$ cat config.mk
export PLATFORM = sky130hd
export DESIGN_NAME = freq_meter
export DESIGN_NICKNAME = d
export VERILOG_FILES = /design/src/rtl/freq_meter_pkg.sv /design/src/rtl/sync_edge_det.sv /design/src/rtl/freq_meter.sv
export SDC_FILE = /design/constraint.sdc
export NUM_CORES = 1
export LEC_CHECK = 0
export CORE_MARGIN = 2
export CORE_UTILIZATION = 53
export CTS_CLUSTER_DIAMETER = 200
export DETAILED_ROUTE_END_ITERATION = 10
export DONT_BUFFER_PORTS = 1
export GPL_TIMING_DRIVEN = 0
export PLACE_DENSITY = 0.69
export RECOVER_POWER = 50
export SLEW_MARGIN = 20
export SYNTH_ARGS = -nofsm -noshare
export SYNTH_HDL_FRONTEND = slang
export SYNTH_HIERARCHICAL = 1
export SYNTH_SLANG_ARGS = --single-unit
$ cat constraint.sdc
create_clock -name clk -period 7.25 [get_ports clk]
set_clock_uncertainty 0.15 [all_clocks]
set_input_delay 0.725 -clock clk [delete_from_list [all_inputs] [get_ports clk]]
set_output_delay 0.725 -clock clk [all_outputs]
set_load 0.005 [all_outputs]
$ cat src/rtl/freq_meter_pkg.sv
// Shared types and default constants for the gated-window frequency meter.
package freq_meter_pkg;

  typedef enum logic [1:0] {
    IDLE    = 2'd0,
    MEASURE = 2'd1,
    REPORT  = 2'd2
  } state_t;

  // 48 MHz system clock, 6 MHz target, 1 ms gate.
  localparam int unsigned DEF_GATE_CYCLES = 48000;
  localparam int unsigned DEF_CNT_W       = 16;
  localparam int unsigned DEF_EXP_MIN     = 5990;
  localparam int unsigned DEF_EXP_MAX     = 6010;

  // Bits needed to hold 0..n-1, never less than one.
  function automatic int unsigned width_for(input int unsigned n);
    return (n < 2) ? 1 : $clog2(n);
  endfunction

endpackage

$ cat src/rtl/sync_edge_det.sv
// Two-flop synchronizer followed by a rising-edge detector on the synchronized level.
module sync_edge_det (
  input  logic clk,
  input  logic reset,
  input  logic async_in,
  output logic sync_out,
  output logic rise
);

  logic sync1;
  logic sync2;
  logic prev;

  always_ff @(posedge clk or negedge reset) begin
    if (!reset) begin
      sync1 <= 1'b0;
      sync2 <= 1'b0;
      prev  <= 1'b0;
    end else begin
      sync1 <= async_in;
      sync2 <= sync1;
      prev  <= sync2;
    end
  end

  assign sync_out = sync2;
  assign rise     = sync2 & ~prev;

endmodule

$ cat src/rtl/freq_meter.sv
// Counts rising edges of sig_in over a fixed clk gate window and flags the result in or out of range.
module freq_meter
  import freq_meter_pkg::*;
#(
  parameter int unsigned GATE_CYCLES = DEF_GATE_CYCLES,
  parameter int unsigned CNT_W       = DEF_CNT_W,
  parameter int unsigned EXP_MIN     = DEF_EXP_MIN,
  parameter int unsigned EXP_MAX     = DEF_EXP_MAX
) (
  input  logic             clk,
  input  logic             reset,
  input  logic             start,
  input  logic             sig_in,
  output logic             busy,
  output logic             done,
  output logic [CNT_W-1:0] edge_count,
  output logic             in_range,
  output logic             overflow
);

  localparam int unsigned GATE_W = width_for(GATE_CYCLES);
  localparam logic [CNT_W-1:0]  CNT_MAX   = '1;
  localparam logic [CNT_W-1:0]  MIN_C     = CNT_W'(EXP_MIN);
  localparam logic [CNT_W-1:0]  MAX_C     = CNT_W'(EXP_MAX);
  localparam logic [GATE_W-1:0] GATE_LOAD = GATE_W'(GATE_CYCLES - 1);

  state_t            state;
  logic [GATE_W-1:0] gate;
  logic [CNT_W-1:0]  cnt;
  logic              ovf;
  logic              rise;
  logic              sync_unused;

  logic [CNT_W-1:0]  cnt_nxt;
  logic              ovf_nxt;
  logic              range_nxt;
  logic              sat;

  sync_edge_det u_sync (
    .clk      (clk),
    .reset    (reset),
    .async_in (sig_in),
    .sync_out (sync_unused),
    .rise     (rise)
  );

  // Saturating count including this cycle's edge; also feeds the final result.
  assign sat       = (cnt == CNT_MAX);
  assign cnt_nxt   = (rise && !sat) ? cnt + CNT_W'(1) : cnt;
  assign ovf_nxt   = ovf | (rise & sat);
  assign range_nxt = !ovf_nxt && (cnt_nxt >= MIN_C) && (cnt_nxt <= MAX_C);

  always_ff @(posedge clk or negedge reset) begin
    if (!reset) begin
      state      <= IDLE;
      gate       <= '0;
      cnt        <= '0;
      ovf        <= 1'b0;
      busy       <= 1'b0;
      done       <= 1'b0;
      edge_count <= '0;
      in_range   <= 1'b0;
      overflow   <= 1'b0;
    end else begin
      done <= 1'b0;
      case (state)
        IDLE: begin
          if (start) begin
            state <= MEASURE;
            busy  <= 1'b1;
            gate  <= GATE_LOAD;
            cnt   <= '0;
            ovf   <= 1'b0;
          end
        end
        MEASURE: begin
          cnt <= cnt_nxt;
          ovf <= ovf_nxt;
          if (gate == '0) begin
            // Last gate cycle: its edge is already folded into cnt_nxt.
            state      <= REPORT;
            done       <= 1'b1;
            edge_count <= cnt_nxt;
            overflow   <= ovf_nxt;
            in_range   <= range_nxt;
          end else begin
            gate <= gate - GATE_W'(1);
          end
        end
        REPORT: begin
          state <= IDLE;
          busy  <= 1'b0;
        end
        default: begin
          state <= IDLE;
          busy  <= 1'b0;
        end
      endcase
    end
  end

endmodule

### After elaboration in Yosys (flattened, before gate mapping)

Cells that the tools add are included.

| storage, ports and cells | value |
|---|---|
| register bits after elaboration | 58 |
| bits of input ports | 4 |
| output and inout bits | 20 |
| word-level logic and storage cells | 54 |

| cells by class | value |
|---|---|
| add/subtract/negate cells | 2 |
| magnitude comparators | 2 |
| eq/ne operators | 5 |
| multiplexer cells | 15 |
| bitwise logic cells | 5 |
| reductions and logical operators | 13 |

Operators by type and width:

| operator | count |
|---|---|
| $mux W16 | 4 |
| $pmux W16 S2 | 2 |
| $add A16 B1 Y16 const B | 1 |
| $eq A16 B16 Y1 const B | 1 |
| $ge A16 B13 Y1 const B | 1 |
| $le A16 B13 Y1 const B | 1 |
| $logic_not A16 Y1 | 1 |
| $sub A16 B1 Y16 const B | 1 |
| $reduce_and A2 Y1 | 4 |
| $ne A2 B2 Y1 const B | 3 |
| $mux W1 | 4 |
| $mux W2 | 2 |
| $pmux W1 S2 | 2 |
| $pmux W2 S2 | 1 |
| $logic_and A1 B1 Y1 | 3 |
| $reduce_and A3 Y1 | 1 |
| $and A1 B1 Y1 | 2 |
| $eq A2 B1 Y1 const B | 1 |
| $logic_not A1 Y1 | 2 |
| $logic_not A2 Y1 | 1 |
| $not A1 Y1 | 2 |
| $reduce_bool A2 Y1 | 1 |
| $or A1 B1 Y1 | 1 |

### Longest topological paths before layout

Gate-level depths: netlist of the first run.

| logic depth | value |
|---|---|
| depth in word-level cells | 7 |
| mapped depth | 10 |

### Cells and area by module

Netlist of the first run, hierarchy kept.

By module, submodules not included:

| module | times used | cells each | area an instance (µm²) | sequential area each (µm²) |
|---|---|---|---|---|
| freq_meter | 1 | 325 | 2920.3 | 1376.3 |
| sync_edge_det | 1 | 4 | 88.8 | 75.1 |

### Worst setup path after synthesis of the first run

OpenSTA, ideal clock, no wires.

| path | value |
|---|---|
| path kind | register to register |
| from | register gate[0] |
| to | register in_range |
| arrival | 2.572 ns |
| required time | 7.033 ns |
| setup slack | 4.461 ns |
| stages on the path, launching flop included | 11 |
| buffers on the path | 1 |
| period minus slack after synthesis | 2.789 ns |
| path through | dfrtp_1 -> inv_1 -> ha_1 -> or4b_1 -> or4_4 -> or3_1 -> buf_2 -> clkinv_4 -> o211ai_4 -> nor4b_2 -> a32o_1 |

| between the ends | value |
|---|---|
| cells in the longest elaborated chain, start to end | 2 |

RTL lines:

| what | RTL line | RTL |
|---|---|---|
| from (decl) | freq_meter.sv:28 | `logic [GATE_W-1:0] gate;` |
| from (signal assigned) | freq_meter.sv:87 | `gate <= gate - GATE_W'(1);` |
| $logic_not A16 Y1 | freq_meter.sv:79 | `if (gate == '0) begin` |
| $reduce_and A2 Y1 (no line) | -- |  |
| to (signal assigned) | freq_meter.sv:85 | `in_range <= range_nxt;` |
| to (decl) | freq_meter.sv:17 | `output logic in_range,` |

No other way between the ends.
A chain may end at the register's enable or synchronous reset.

==> impl_results.html, run 1 <==
<table>
<tr><th>Metric</th><th>Value</th></tr>
<tr><th colspan="2">Outcome</th></tr>
<tr><td>Status</td><td>finished, violations left</td></tr>
<tr><td>Failing checks</td><td>max-capacitance violations, max-slew violations</td></tr>
<tr><th colspan="2">STA</th></tr>
<tr><td>Fin crit period</td><td>3.31 ns</td></tr>
<tr><td>Final clock period utilization by the worst path</td><td>45.7%</td></tr>
<tr><td>Worst hold margin</td><td>0.202 ns</td></tr>
<tr><td>Remaining max-slew budget at the tightest pin</td><td>-107%</td></tr>
<tr><td>Setup repair after global routing missed its margin</td><td>false</td></tr>
<tr><td>Count of endpoints failing hold in the final timing report</td><td>0</td></tr>
<tr><td>Transition time at the pin with the least slew margin</td><td>3.11 ns</td></tr>
<tr><td>Pins Over Slew Limit</td><td>59</td></tr>
<tr><td>Final setup violation count</td><td>0</td></tr>
<tr><td>Highest Clock Rate</td><td>302 MHz</td></tr>
<tr><td>Fin Setup TNS</td><td>0 ns</td></tr>
<tr><th colspan="2">Run</th></tr>
<tr><td>Number of max-cap violations</td><td>1</td></tr>
<tr><th colspan="2">Power</th></tr>
<tr><td>Lkg Pwr</td><td>1.32 nW</td></tr>
<tr><td>Pwr/cell area</td><td>288 nW/µm²</td></tr>
<tr><td>VDD IR-drop max</td><td>191 µV</td></tr>
<tr><th colspan="2">Clock tree</th></tr>
<tr><td>TritonCTS clock tree</td><td>yes</td></tr>
<tr><td>Clock latency on the worst-skew pair</td><td>0.34 ns</td></tr>
<tr><td>Inserted Clock Buffers</td><td>9</td></tr>
<tr><td>Root cell of the clock tree</td><td>clkbuf_8</td></tr>
<tr><td>Number of buffers between clock root and the deepest sink</td><td>2</td></tr>
<tr><td>Max H-tree Level</td><td>3</td></tr>
<tr><td>Clock-pin slew reported for the worst setup and hold paths after clock tree synthesis</td><td>0.06 ns</td></tr>
<tr><td>Number of clock sinks</td><td>58</td></tr>
<tr><th colspan="2">Min path</th></tr>
<tr><td>Hold crit path type</td><td>reg -&gt; reg</td></tr>
<tr><td>WHS Path Cells</td><td>0</td></tr>
<tr><th colspan="2">Yosys</th></tr>
<tr><td>Share of the yosys chip area belonging to registers</td><td>48.2%</td></tr>
<tr><td>Number of enable flip-flop cells after synthesis</td><td>0</td></tr>
<tr><td>Cells after synthesis</td><td>329</td></tr>
<tr><td>Cell with the most instances after synthesis</td><td>dfrtp_1</td></tr>
<tr><td>Area share of the largest cell type after synthesis</td><td>48.2%</td></tr>
<tr><td>Post-Syn Area</td><td>3010 µm²</td></tr>
<tr><td>Synth warn</td><td>6</td></tr>
<tr><td>Synth Register Bits</td><td>58</td></tr>
<tr><td>Per-instance average area after synthesis</td><td>9.15 µm²</td></tr>
<tr><td>Top area cells in the synthesized netlist</td><td>dfrtp_1, nand2_1, o21ai_0, xor2_1, xnor2_1</td></tr>
<tr><td>Distinct cells, synth</td><td>51</td></tr>
<tr><td>Commonest cells post-synth</td><td>dfrtp_1, nand2_1, o21ai_0</td></tr>
<tr><td>Syn nets</td><td>335</td></tr>
<tr><td>Largest area contributor in the synthesized netlist</td><td>dfrtp_1</td></tr>
<tr><td>Share of flip-flops with an asynchronous set or reset</td><td>100%</td></tr>
<tr><td>Most frequently used flop master after synthesis</td><td>dfrtp_1</td></tr>
<tr><th colspan="2">Critical path</th></tr>
<tr><td>Worst EP arrival</td><td>2.91 ns</td></tr>
<tr><td>Critical Path Sink Type</td><td>async pin</td></tr>
<tr><td>Buffering stage count on the worst path with inverters included</td><td>1</td></tr>
<tr><td>Kind of start point of the critical path</td><td>primary input</td></tr>
<tr><td>FF-to-FF path depth</td><td>10</td></tr>
<tr><td>Kind of cell adding the most delay to the critical path</td><td>buffers and inverters</td></tr>
<tr><td>Worst path depth</td><td>1</td></tr>
<tr><td>Critical path's largest stage delay</td><td>2.17 ns</td></tr>
<tr><td>CP Data Required Time</td><td>6.85 ns</td></tr>
<tr><td>Kind of critical path</td><td>in -&gt; async</td></tr>
<tr><td>Cell with the largest stage delay on the worst path</td><td>clkbuf_1</td></tr>
<tr><td>Maximum fanout encountered on the critical timing path</td><td>58</td></tr>
<tr><td>Worst path cell trace</td><td>clkbuf_1</td></tr>
<tr><th colspan="2">Finish</th></tr>
<tr><td>Number of standard cells in the final layout excluding fillers</td><td>418</td></tr>
<tr><td>Ant diodes</td><td>0</td></tr>
<tr><td>Share of post-route cells with drive strength above 1</td><td>5.49%</td></tr>
<tr><td>Post-layout net count</td><td>347</td></tr>
<tr><td>Area growth syn-to-layout</td><td>9.06%</td></tr>
<tr><th colspan="2">Global routing</th></tr>
<tr><td>First-pass GRT wire length</td><td>12100 µm</td></tr>
<tr><td>Gr ovfl total</td><td>0</td></tr>
<tr><td>Pin count of the biggest net entering global routing</td><td>59</td></tr>
<tr><td>Number of global-route vias before repair</td><td>2434</td></tr>
<tr><td>Number of antenna violations at the first check in global routing</td><td>0</td></tr>
<tr><td>Overall routing resource usage</td><td>25.5%</td></tr>
<tr><th colspan="2">Floorplan</th></tr>
<tr><td>Die width</td><td>79.4 µm</td></tr>
<tr><td>Total core area</td><td>5510 µm²</td></tr>
<tr><td>Num rows</td><td>27</td></tr>
<tr><td>I/O pin count</td><td>24</td></tr>
<tr><td>Starting density of the core</td><td>54.6%</td></tr>
<tr><td>Total Die Area</td><td>6300 µm²</td></tr>
<tr><td>Chip height</td><td>79.4 µm</td></tr>
<tr><th colspan="2">Detailed routing</th></tr>
<tr><td>DR vias</td><td>2489</td></tr>
<tr><td>DRT Pass-1 Iters</td><td>5</td></tr>
<tr><td>Vias per std cell</td><td>5.95</td></tr>
<tr><td>Initial detailed-routing violation count</td><td>192</td></tr>
<tr><td>Final routed DRC violation total</td><td>0</td></tr>
<tr><td>Routed length per instance</td><td>16.8 µm</td></tr>
<tr><td>Total detailed-routing wirelength</td><td>7020 µm</td></tr>
<tr><td>ANT nets after route</td><td>0</td></tr>
<tr><th colspan="2">Placed design</th></tr>
<tr><td>PortBufs</td><td>0</td></tr>
<tr><td>Number of placed instances, taps included</td><td>401</td></tr>
<tr><td>RD Place Congestion</td><td>0.897</td></tr>
<tr><td>Final HPWL DP</td><td>4690 µm</td></tr>
</table>
==> layer usage <==
metal	share of wire, %	global-route usage [%]	wire length (µm)
met1	48	36.9	3360
met2	43	35.2	3020
met3	6.0	6.02	424
met4	3.1	14.0	217
met5	0	0	0
==> layout by cell type (no fill, tap or decap), drive strengths merged, types with 3 or more instances in the layout <==
| master | Yosys | final |
|---|---|---|
| a21oi | 12 | 12 |
| and4 | 4 | 4 |
| clkbuf | 20 | 34 |
| clkinv | 1 | 3 |
| dfrtp | 58 | 58 |
| inv | 7 | 7 |
| nand2 | 49 | 49 |
| nand2b | 5 | 5 |
| nand3 | 16 | 16 |
| nand3b | 4 | 4 |
| nand4 | 9 | 9 |
| nor2 | 23 | 23 |
| nor3 | 6 | 6 |
| nor4 | 6 | 6 |
| nor4b | 3 | 3 |
| o21ai | 34 | 34 |
| o31ai | 5 | 5 |
| or4 | 5 | 5 |
| xnor2 | 12 | 12 |
| xor2 | 14 | 14 |
==> sequential cells by signal, indices dropped and copies added (netlist names) <==
name	count
state	2
cnt	16
u_sync/prev	1
edge_count	16
busy	1
u_sync/sync_out	1
ovf	1
gate	16
overflow	1
in_range	1
done	1
u_sync/sync1	1
==> worst paths after layout <==
path,start,to,slack [ns]
worst min-delay path,u_sync/sync1,u_sync/sync_out,0.20
worst max register to register,gate[0],in_range,4.15
worst max-delay path,reset,cnt[12],3.94
min in group asynchronous,reset,cnt[7],1.27
worst min register to register,u_sync/sync1,u_sync/sync_out,0.20
max in group clk,gate[0],in_range,4.15
==> repair_timing <==
item,4_1_cts,5_1_grt
hold buffers,1,0
resized for setup,0,0
endpoints found under the hold margin,58,0
buffers inserted,0,0
==> per-stage QoR <==
stage	power, mW	setup slack, ns	cell area [µm²]	util, %
after floorplan	0.599	4.46	3010	-
after global placement	0.650	4.19	3100	56.3
after detailed placement	0.657	4.18	3100	56.3
after CTS	0.950	4.16	3310	60.0
after global routing	1.01	3.25	3280	59.6
final	0.946	3.94	3280	59.6
==> worst reg2reg max path, stage by stage, from the launching register on <==
cell and delay, ns:
dfrtp_1 0.44, inv_1 0.08, ha_1 0.23, or4b_1 0.47, or4_4 0.44, or3_1 0.31
buf_2 0.18, clkinv_4 0.08, o211ai_4 0.07, nor4b_2 0.37, a32o_1 0.21
==> cell type report <==
class / instances / area, µm²
fill: 499 / 2220
sequential: 58 / 1450
multi-input combinational: 241 / 1440
clock buffer: 13 / 139
tap: 72 / 90.1
buffer: 22 / 83.8
clock inverter: 3 / 40.0
inverter: 8 / 35.0
timing repair buffer: 1 / 3.75
==> power breakdown <==
| part | internal (mW) | switching (mW) |
|---|---|---|
| combinational | 0.0971 | 0.174 |
| sequential | 0.360 | 0.0335 |
| clock | 0.158 | 0.123 |
| total | 0.615 | 0.331 |
==> kinds of logic after synthesis <==
kind of cell,count (synthesis),share of synthesized area (%)
and+or+nand+nor,140,24.1
AOI/OAI and AO/OA,71,14.6
muxes,2,0.707
adders and majority gates,2,0.831
DFF,58,48.2
xor gates and xnor gates,26,7.57
buffers and inverters,30,3.95
Power figures use the tool's default switching activity.
==> run 2: changes to the inputs <==
--- a/config.mk
+++ b/config.mk
@@ -11,7 +11,7 @@
 export DETAILED_ROUTE_END_ITERATION = 10
 export DONT_BUFFER_PORTS = 1
 export GPL_TIMING_DRIVEN = 0
-export PLACE_DENSITY = 0.69
+export PLACE_DENSITY = 0.72
 export RECOVER_POWER = 50
 export SLEW_MARGIN = 20
 export SYNTH_ARGS = -nofsm -noshare
==> constraint.sdc (replaced) <==
create_clock -name clk -period 2.8 [get_ports clk]
set_clock_uncertainty 0.15 [all_clocks]
set_input_delay 0.28 -clock clk [delete_from_list [all_inputs] [get_ports clk]]
set_output_delay 0.28 -clock clk [all_outputs]
set_load 0.005 [all_outputs]
==> impl_results.html, run 2 (synthesis results as in run 1) <==
<table>
<tr><th>Metric</th><th>Value</th></tr>
<tr><th colspan="2">Outcome</th></tr>
<tr><td>Status</td><td>finished, violations left</td></tr>
<tr><td>Failing checks</td><td>negative setup slack</td></tr>
<tr><th colspan="2">Finish</th></tr>
<tr><td>Share of post-route cells with drive strength above 1</td><td>10.3%</td></tr>
<tr><td>Area taken by flip-flops and latches</td><td>1450 µm²</td></tr>
<tr><td>Area growth syn-to-layout</td><td>12.8%</td></tr>
<tr><td>Number of fill cells in the layout</td><td>456</td></tr>
<tr><td>Area taken by multi-input logic gates</td><td>1480 µm²</td></tr>
<tr><td>Post-layout net count</td><td>351</td></tr>
<tr><td>Biggest regs</td><td>cnt x16, edge_count x16, gate x16</td></tr>
<tr><td>Ant diodes</td><td>0</td></tr>
<tr><td>Top library cells by usage in the layout, fill and taps aside</td><td>dfrtp_1, nand2_1, o21ai_0</td></tr>
<tr><td>Most frequent standard cell in the layout excluding fill and tap cells</td><td>dfrtp_1</td></tr>
<tr><th colspan="2">STA</th></tr>
<tr><td>Remaining max-slew budget at the tightest pin</td><td>5.92%</td></tr>
<tr><td>Highest Clock Rate</td><td>345 MHz</td></tr>
<tr><td>Final setup violation count</td><td>2</td></tr>
<tr><td>Final clock period utilization by the worst path</td><td>104%</td></tr>
<tr><td>Transition time at the pin with the least slew margin</td><td>1.41 ns</td></tr>
<tr><td>Setup repair after global routing missed its margin</td><td>true</td></tr>
<tr><td>Count of endpoints failing hold in the final timing report</td><td>0</td></tr>
<tr><td>Pins Over Slew Limit</td><td>0</td></tr>
<tr><td>Fin crit period</td><td>2.90 ns</td></tr>
<tr><td>Worst hold margin</td><td>0.118 ns</td></tr>
<tr><td>Final worst slack</td><td>-0.100 ns</td></tr>
<tr><td>Fin Setup TNS</td><td>-0.123 ns</td></tr>
<tr><th colspan="2">Critical path</th></tr>
<tr><td>Worst EP arrival</td><td>3.03 ns</td></tr>
<tr><td>R2r setup slk</td><td>-0.1 ns</td></tr>
<tr><td>CP Data Required Time</td><td>2.93 ns</td></tr>
<tr><td>Critical Path Sink Type</td><td>flip-flop</td></tr>
<tr><td>Kind of start point of the critical path</td><td>flip-flop</td></tr>
<tr><td>Kind of critical path</td><td>reg -&gt; reg</td></tr>
<tr><td>Maximum fanout encountered on the critical timing path</td><td>6</td></tr>
<tr><th colspan="2">Global routing</th></tr>
<tr><td>Gr ovfl total</td><td>0</td></tr>
<tr><td>Number of antenna violations at the first check in global routing</td><td>0</td></tr>
<tr><td>Number of global-route vias before repair</td><td>2426</td></tr>
<tr><td>Overall routing resource usage</td><td>25.0%</td></tr>
<tr><td>First-pass GRT wire length</td><td>11900 µm</td></tr>
<tr><td>Pin count of the biggest net entering global routing</td><td>59</td></tr>
<tr><th colspan="2">Detailed routing</th></tr>
<tr><td>Routed length per instance</td><td>17.0 µm</td></tr>
<tr><td>Vias per std cell</td><td>5.97</td></tr>
<tr><td>ANT nets after route</td><td>0</td></tr>
<tr><td>DRT Pass-1 Iters</td><td>5</td></tr>
<tr><td>Initial detailed-routing violation count</td><td>195</td></tr>
<tr><td>DR vias</td><td>2512</td></tr>
<tr><td>Total detailed-routing wirelength</td><td>7160 µm</td></tr>
<tr><td>Final routed DRC violation total</td><td>0</td></tr>
<tr><th colspan="2">Clock tree</th></tr>
<tr><td>Max H-tree Level</td><td>3</td></tr>
<tr><td>Root cell of the clock tree</td><td>clkbuf_8</td></tr>
<tr><td>TritonCTS clock tree</td><td>yes</td></tr>
<tr><td>Number of buffers between clock root and the deepest sink</td><td>2</td></tr>
<tr><td>Clock latency on the worst-skew pair</td><td>0.34 ns</td></tr>
<tr><td>Clock-pin slew reported for the worst setup and hold paths after clock tree synthesis</td><td>0.06 ns</td></tr>
<tr><td>Inserted Clock Buffers</td><td>9</td></tr>
<tr><td>Number of clock sinks</td><td>58</td></tr>
<tr><th colspan="2">Power</th></tr>
<tr><td>Pwr/cell area</td><td>747 nW/µm²</td></tr>
<tr><td>Lkg Pwr</td><td>1.37 nW</td></tr>
<tr><td>Register share of total power</td><td>40.4%</td></tr>
<tr><td>Internal power of the cells</td><td>1.67 mW</td></tr>
<tr><td>Combinational cell fraction of total power</td><td>28.5%</td></tr>
<tr><td>Fraction of power spent switching nets</td><td>34.2%</td></tr>
<tr><td>Clk network pwr share</td><td>31.2%</td></tr>
<tr><td>VDD IR-drop max</td><td>386 µV</td></tr>
<tr><td>Net Switching</td><td>0.867 mW</td></tr>
<tr><th colspan="2">Floorplan</th></tr>
<tr><td>Starting density of the core</td><td>54.6%</td></tr>
<tr><td>Total core area</td><td>5510 µm²</td></tr>
<tr><td>I/O pin count</td><td>24</td></tr>
<tr><td>Chip height</td><td>79.4 µm</td></tr>
<tr><td>Total Die Area</td><td>6300 µm²</td></tr>
<tr><td>Die width</td><td>79.4 µm</td></tr>
<tr><td>Num rows</td><td>27</td></tr>
<tr><th colspan="2">Min path</th></tr>
<tr><td>Hold crit path type</td><td>in -&gt; reg</td></tr>
<tr><th colspan="2">Placed design</th></tr>
<tr><td>Final HPWL DP</td><td>4690 µm</td></tr>
<tr><td>PortBufs</td><td>0</td></tr>
<tr><td>RD Place Congestion</td><td>0.877</td></tr>
<tr><th colspan="2">Run</th></tr>
<tr><td>Number of max-cap violations</td><td>0</td></tr>
</table>
[run 2: cell count changes in the layout (fill, tap and decap cells not counted), moves of 2 or more]
| cell | previous run | this run |
|---|---|---|
| inv_2 | 0 | 2 |
| clkbuf_8 | 9 | 12 |
| dlygate4sd3_1 | 0 | 2 |
| clkbuf_2 | 0 | 2 |
| ha_1 | 2 | 0 |
| inv_1 | 7 | 5 |
| clkbuf_1 | 25 | 17 |
| buf_4 | 0 | 4 |
[run 2: what timing repair did]
action                                 4_1_cts  5_1_grt
pin swaps                                    2        4
endpoints found under the hold margin       59        0
gates resized for setup                      9       11
buffers inserted                             2        2
hold buffers                                 3        0
setup endpoints to repair                   19       19
cloned                                       0        0
[run 2: path summary, 6_finish.rpt]
kind,start,endpoint,depth (start not counted)
worst max register to register,gate[1],in_range,9
worst min register to register,u_sync/sync1,u_sync/sync_out,0
worst max-delay path,gate[1],in_range,9
worst min-delay path,start,ovf,3
max in group asynchronous,reset,u_sync/sync_out,2
min in group asynchronous,reset,edge_count[15],2
[run 2: power groups by stage]
stage                     logic (mW)  clock network, mW  registers [mW]
after floorplan                0.546                  0            1.01
final                          0.722              0.790            1.02
after global routing           0.807              0.842            1.04
after detailed placement       0.675                  0            1.03
after CTS                      0.707              0.805            1.02
after global placement         0.651                  0            1.03
[run 2: final cells by class]
type                            count  share of cell area (%)
Buffer                             20                    2.32
Inverter                            8                    1.11
Sequential cell                    58                    42.7
Tap cell                           72                    2.65
Multi-Input combinational cell    241                    43.6
Timing Repair Buffer                7                    1.62
Clock inverter                      2                    1.03
Clock buffer                       13                    4.97
[run 2: layer usage]
layer | track usage [%] | wire length [µm] | up-vias
li1 | - | - | 1194
met1 | 33.9 | 3230 | 1226
met2 | 38.6 | 3430 | 79
met3 | 5.45 | 373 | 13
met4 | 10.7 | 129 | 0
met5 | 0 | 0 | -
[run 2: worst max-delay path, stage by stage (launching register included)]
cell and delay, ns:
dfrtp_1 0.40, inv_2 0.08, ha_4 0.14, or4b_4 0.45
or4_4 0.50, or3_4 0.40, inv_8 0.09, o211ai_4 0.09
nor4b_4 0.30, a32o_2 0.21
[run 2: metrics by stage]
stage               std cells  utilization, %  area, µm²  power (mW)  setup WS (ns)
floorplan                 329               -       3010        1.55         0.0112
global placement          401            56.3       3100        1.68         -0.260
detailed placement        401            56.3       3100        1.71         -0.259
CTS                       420            61.6       3390        2.53        -0.0755
global route              421            61.7       3400        2.69         -0.190
finish                    421            61.7       3400        2.54         -0.100
==> run 3: changes to the inputs <==
--- a/config.mk
+++ b/config.mk
@@ -5,9 +5,10 @@
 export SDC_FILE = /design/constraint.sdc
 export NUM_CORES = 1
 export LEC_CHECK = 0
+export CORE_ASPECT_RATIO = 0.6
 export CORE_MARGIN = 2
 export CORE_UTILIZATION = 53
-export CTS_CLUSTER_DIAMETER = 200
+export CTS_CLUSTER_DIAMETER = 100
 export DETAILED_ROUTE_END_ITERATION = 10
 export DONT_BUFFER_PORTS = 1
 export GPL_TIMING_DRIVEN = 0
==> impl_results.html, run 3 (synthesis results as in run 1) <==
<table>
<tr><th>Metric</th><th>Value</th></tr>
<tr><th colspan="2">Critical path</th></tr>
<tr><td>Critical R2R Launch</td><td>gate[12]</td></tr>
<tr><td>Kind of start point of the critical path</td><td>flip-flop</td></tr>
<tr><td>CP Data Required Time</td><td>2.93 ns</td></tr>
<tr><td>Reg-to-reg critical path endpoint</td><td>in_range</td></tr>
<tr><td>R2r setup slk</td><td>-0.07 ns</td></tr>
<tr><td>Worst EP arrival</td><td>3.00 ns</td></tr>
<tr><td>Critical path's largest stage delay</td><td>0.58 ns</td></tr>
<tr><td>FF-to-FF path depth</td><td>8</td></tr>
<tr><td>Worst path cell trace</td><td>or4_4 -&gt; or4_4 -&gt; or3_4 -&gt; buf_6 -&gt; clkinv_4 -&gt; o211ai_4 -&gt; nor4b_4 -&gt; a32o_1</td></tr>
<tr><td>Critical Path Start</td><td>gate[12]</td></tr>
<tr><td>Most common cell on crit path</td><td>or4_4</td></tr>
<tr><td>Critical Path Sink Type</td><td>flip-flop</td></tr>
<tr><td>Kind of critical path</td><td>reg -&gt; reg</td></tr>
<tr><td>Worst setup endpoint</td><td>in_range</td></tr>
<tr><td>Maximum fanout encountered on the critical timing path</td><td>6</td></tr>
<tr><td>Cell with the largest stage delay on the worst path</td><td>or4_4</td></tr>
<tr><th colspan="2">Placed design</th></tr>
<tr><td>PortBufs</td><td>0</td></tr>
<tr><td>Worst Setup Slack post-DPL</td><td>-0.339 ns</td></tr>
<tr><td>Final HPWL DP</td><td>4830 µm</td></tr>
<tr><td>RD Place Congestion</td><td>0.875</td></tr>
<tr><th colspan="2">Clock tree</th></tr>
<tr><td>Clock-pin slew reported for the worst setup and hold paths after clock tree synthesis</td><td>0.07 ns</td></tr>
<tr><td>Number of clock sinks</td><td>58</td></tr>
<tr><td>Max H-tree Level</td><td>3</td></tr>
<tr><td>Root cell of the clock tree</td><td>clkbuf_8</td></tr>
<tr><td>TritonCTS clock tree</td><td>yes</td></tr>
<tr><td>Clock latency on the worst-skew pair</td><td>0.34 ns</td></tr>
<tr><td>Number of buffers between clock root and the deepest sink</td><td>2</td></tr>
<tr><td>Inserted Clock Buffers</td><td>9</td></tr>
<tr><th colspan="2">Detailed routing</th></tr>
<tr><td>Initial detailed-routing violation count</td><td>256</td></tr>
<tr><td>Routed length per instance</td><td>16.8 µm</td></tr>
<tr><td>Final routed DRC violation total</td><td>0</td></tr>
<tr><td>Vias per std cell</td><td>5.95</td></tr>
<tr><td>DRT Pass-1 Iters</td><td>5</td></tr>
<tr><td>DR vias</td><td>2488</td></tr>
<tr><td>Total detailed-routing wirelength</td><td>7020 µm</td></tr>
<tr><td>ANT nets after route</td><td>0</td></tr>
<tr><th colspan="2">Floorplan</th></tr>
<tr><td>Die width</td><td>101 µm</td></tr>
<tr><td>Starting density of the core</td><td>54.5%</td></tr>
<tr><td>Chip height</td><td>62.4 µm</td></tr>
<tr><td>I/O pin count</td><td>24</td></tr>
<tr><td>Total Die Area</td><td>6320 µm²</td></tr>
<tr><td>Num rows</td><td>21</td></tr>
<tr><td>Total core area</td><td>5520 µm²</td></tr>
<tr><th colspan="2">Finish</th></tr>
<tr><td>Area growth syn-to-layout</td><td>13.9%</td></tr>
<tr><td>Biggest regs</td><td>cnt x16, edge_count x16, gate x16</td></tr>
<tr><td>Share of post-route cells with drive strength above 1</td><td>10.3%</td></tr>
<tr><td>Most frequent standard cell in the layout excluding fill and tap cells</td><td>dfrtp_1</td></tr>
<tr><td>Ant diodes</td><td>0</td></tr>
<tr><td>Post-layout net count</td><td>350</td></tr>
<tr><td>Top library cells by usage in the layout, fill and taps aside</td><td>dfrtp_1, nand2_1, o21ai_0</td></tr>
<tr><th colspan="2">Outcome</th></tr>
<tr><td>Status</td><td>finished, violations left</td></tr>
<tr><td>Failing checks</td><td>negative setup slack</td></tr>
<tr><th colspan="2">STA</th></tr>
<tr><td>Final clock period utilization by the worst path</td><td>103%</td></tr>
<tr><td>Setup repair after global routing missed its margin</td><td>true</td></tr>
<tr><td>Highest Clock Rate</td><td>348 MHz</td></tr>
<tr><td>Count of endpoints failing hold in the final timing report</td><td>0</td></tr>
<tr><td>Transition time at the pin with the least slew margin</td><td>1.43 ns</td></tr>
<tr><td>Worst hold margin</td><td>0.115 ns</td></tr>
<tr><td>Fin crit period</td><td>2.87 ns</td></tr>
<tr><td>Pins Over Slew Limit</td><td>0</td></tr>
<tr><td>Remaining max-slew budget at the tightest pin</td><td>4.56%</td></tr>
<tr><td>Final setup violation count</td><td>1</td></tr>
<tr><td>Final worst slack</td><td>-0.0739 ns</td></tr>
<tr><th colspan="2">Power</th></tr>
<tr><td>Pwr/cell area</td><td>782 nW/µm²</td></tr>
<tr><td>Lkg Pwr</td><td>1.38 nW</td></tr>
<tr><td>Register share of total power</td><td>38.3%</td></tr>
<tr><td>Internal power of the cells</td><td>1.79 mW</td></tr>
<tr><td>Fraction of power spent switching nets</td><td>33.3%</td></tr>
<tr><td>Clk network pwr share</td><td>34.2%</td></tr>
<tr><td>Combinational cell fraction of total power</td><td>27.6%</td></tr>
<tr><td>Net Switching</td><td>0.893 mW</td></tr>
<tr><td>VDD IR-drop max</td><td>429 µV</td></tr>
<tr><th colspan="2">Global routing</th></tr>
<tr><td>Gr ovfl total</td><td>0</td></tr>
<tr><td>First-pass GRT wire length</td><td>12200 µm</td></tr>
<tr><td>Overall routing resource usage</td><td>25.4%</td></tr>
<tr><td>Met3 GRT Util</td><td>7.09%</td></tr>
<tr><td>M2 GR Usage</td><td>32.5%</td></tr>
<tr><td>Pin count of the biggest net entering global routing</td><td>59</td></tr>
<tr><td>Number of global-route vias before repair</td><td>2381</td></tr>
<tr><td>Routing usage on met1</td><td>40.8%</td></tr>
<tr><td>Number of antenna violations at the first check in global routing</td><td>0</td></tr>
<tr><td>Layer with the highest usage after global routing</td><td>met1</td></tr>
<tr><th colspan="2">Min path</th></tr>
<tr><td>Hold crit path type</td><td>in -&gt; reg</td></tr>
<tr><th colspan="2">Run</th></tr>
<tr><td>Number of max-cap violations</td><td>0</td></tr>
</table>
run 3: cell types whose count changed in the layout (fill, tap and decap cells not counted), moves of 2 or more:
cell / before / now
o21ai_0: 30 / 28
clkbuf_8: 12 / 9
buf_4: 4 / 2
bufinv_16: 1 / 3
o21ai_1: 4 / 6
clkinv_2: 1 / 3
run 3: what timing repair did:
item | in CTS | in global routing
hold endpoints to repair | 59 | 0
hold buffers | 3 | 0
buffers inserted | 2 | 0
pin swaps | 2 | 0
cloned | 0 | 0
gates resized for setup | 10 | 12
endpoints found under the setup margin | 20 | 22
run 3: worst min path at each step:
stage | depth (start not counted) | end | start
floorplan | 0 | busy | reset
global placement | 0 | edge_count[5] | reset
detailed placement | 0 | edge_count[5] | reset
CTS | 3 | ovf | start
global route | 3 | ovf | start
finish | 3 | ovf | start
run 3: worst max-delay path: cells and delay by family, from the launching register on:
kind	cells	cell delay [ns]
and+or+nand+nor	4	1.75
DFF	1	0.42
AOI/OAI and AO/OA	2	0.28
buffers and inverters	2	0.20
run 3: area by class of cell:
cell class	count	area, µm²
fill	463	2090
clock buffer	10	128
clock inverter	6	105
inverter	8	35.0
buffer	21	90.1
multi-input combinational	241	1490
tap	69	86.3
timing repair buffer	5	40.0
sequential	58	1450
run 3: through the flow:
| stage | area (µm²) | TNS [ns] | std cells | total power [mW] | util [%] |
|---|---|---|---|---|---|
| finish | 3430 | -0.0739 | 418 | 2.68 | 62.1 |
| global route | 3430 | -0.177 | 418 | 2.84 | 62.1 |
| CTS | 3420 | -0.0473 | 418 | 2.66 | 62.1 |
| detailed placement | 3100 | -3.54 | 398 | 1.71 | 56.1 |
| global placement | 3100 | -2.72 | 398 | 1.69 | 56.1 |
| floorplan | 3010 | 0 | 329 | 1.55 | - |
run 3: power groups by stage:
stage | clock network (mW) | logic (mW) | registers [mW]
after global placement | 0 | 0.662 | 1.03
after global routing | 0.978 | 0.822 | 1.04
final | 0.916 | 0.739 | 1.03
after detailed placement | 0 | 0.680 | 1.03
after floorplan | 0 | 0.546 | 1.01
after CTS | 0.935 | 0.710 | 1.02
run 3: routing by layer:
metal  up-vias  part of all wire, %  routed length, µm
met5         -                    0                  0
met2        98                   39               2770
li1       1206                    -                  -
met1      1174                   52               3630
met4         0                  1.5                103
met3        10                  7.4                522
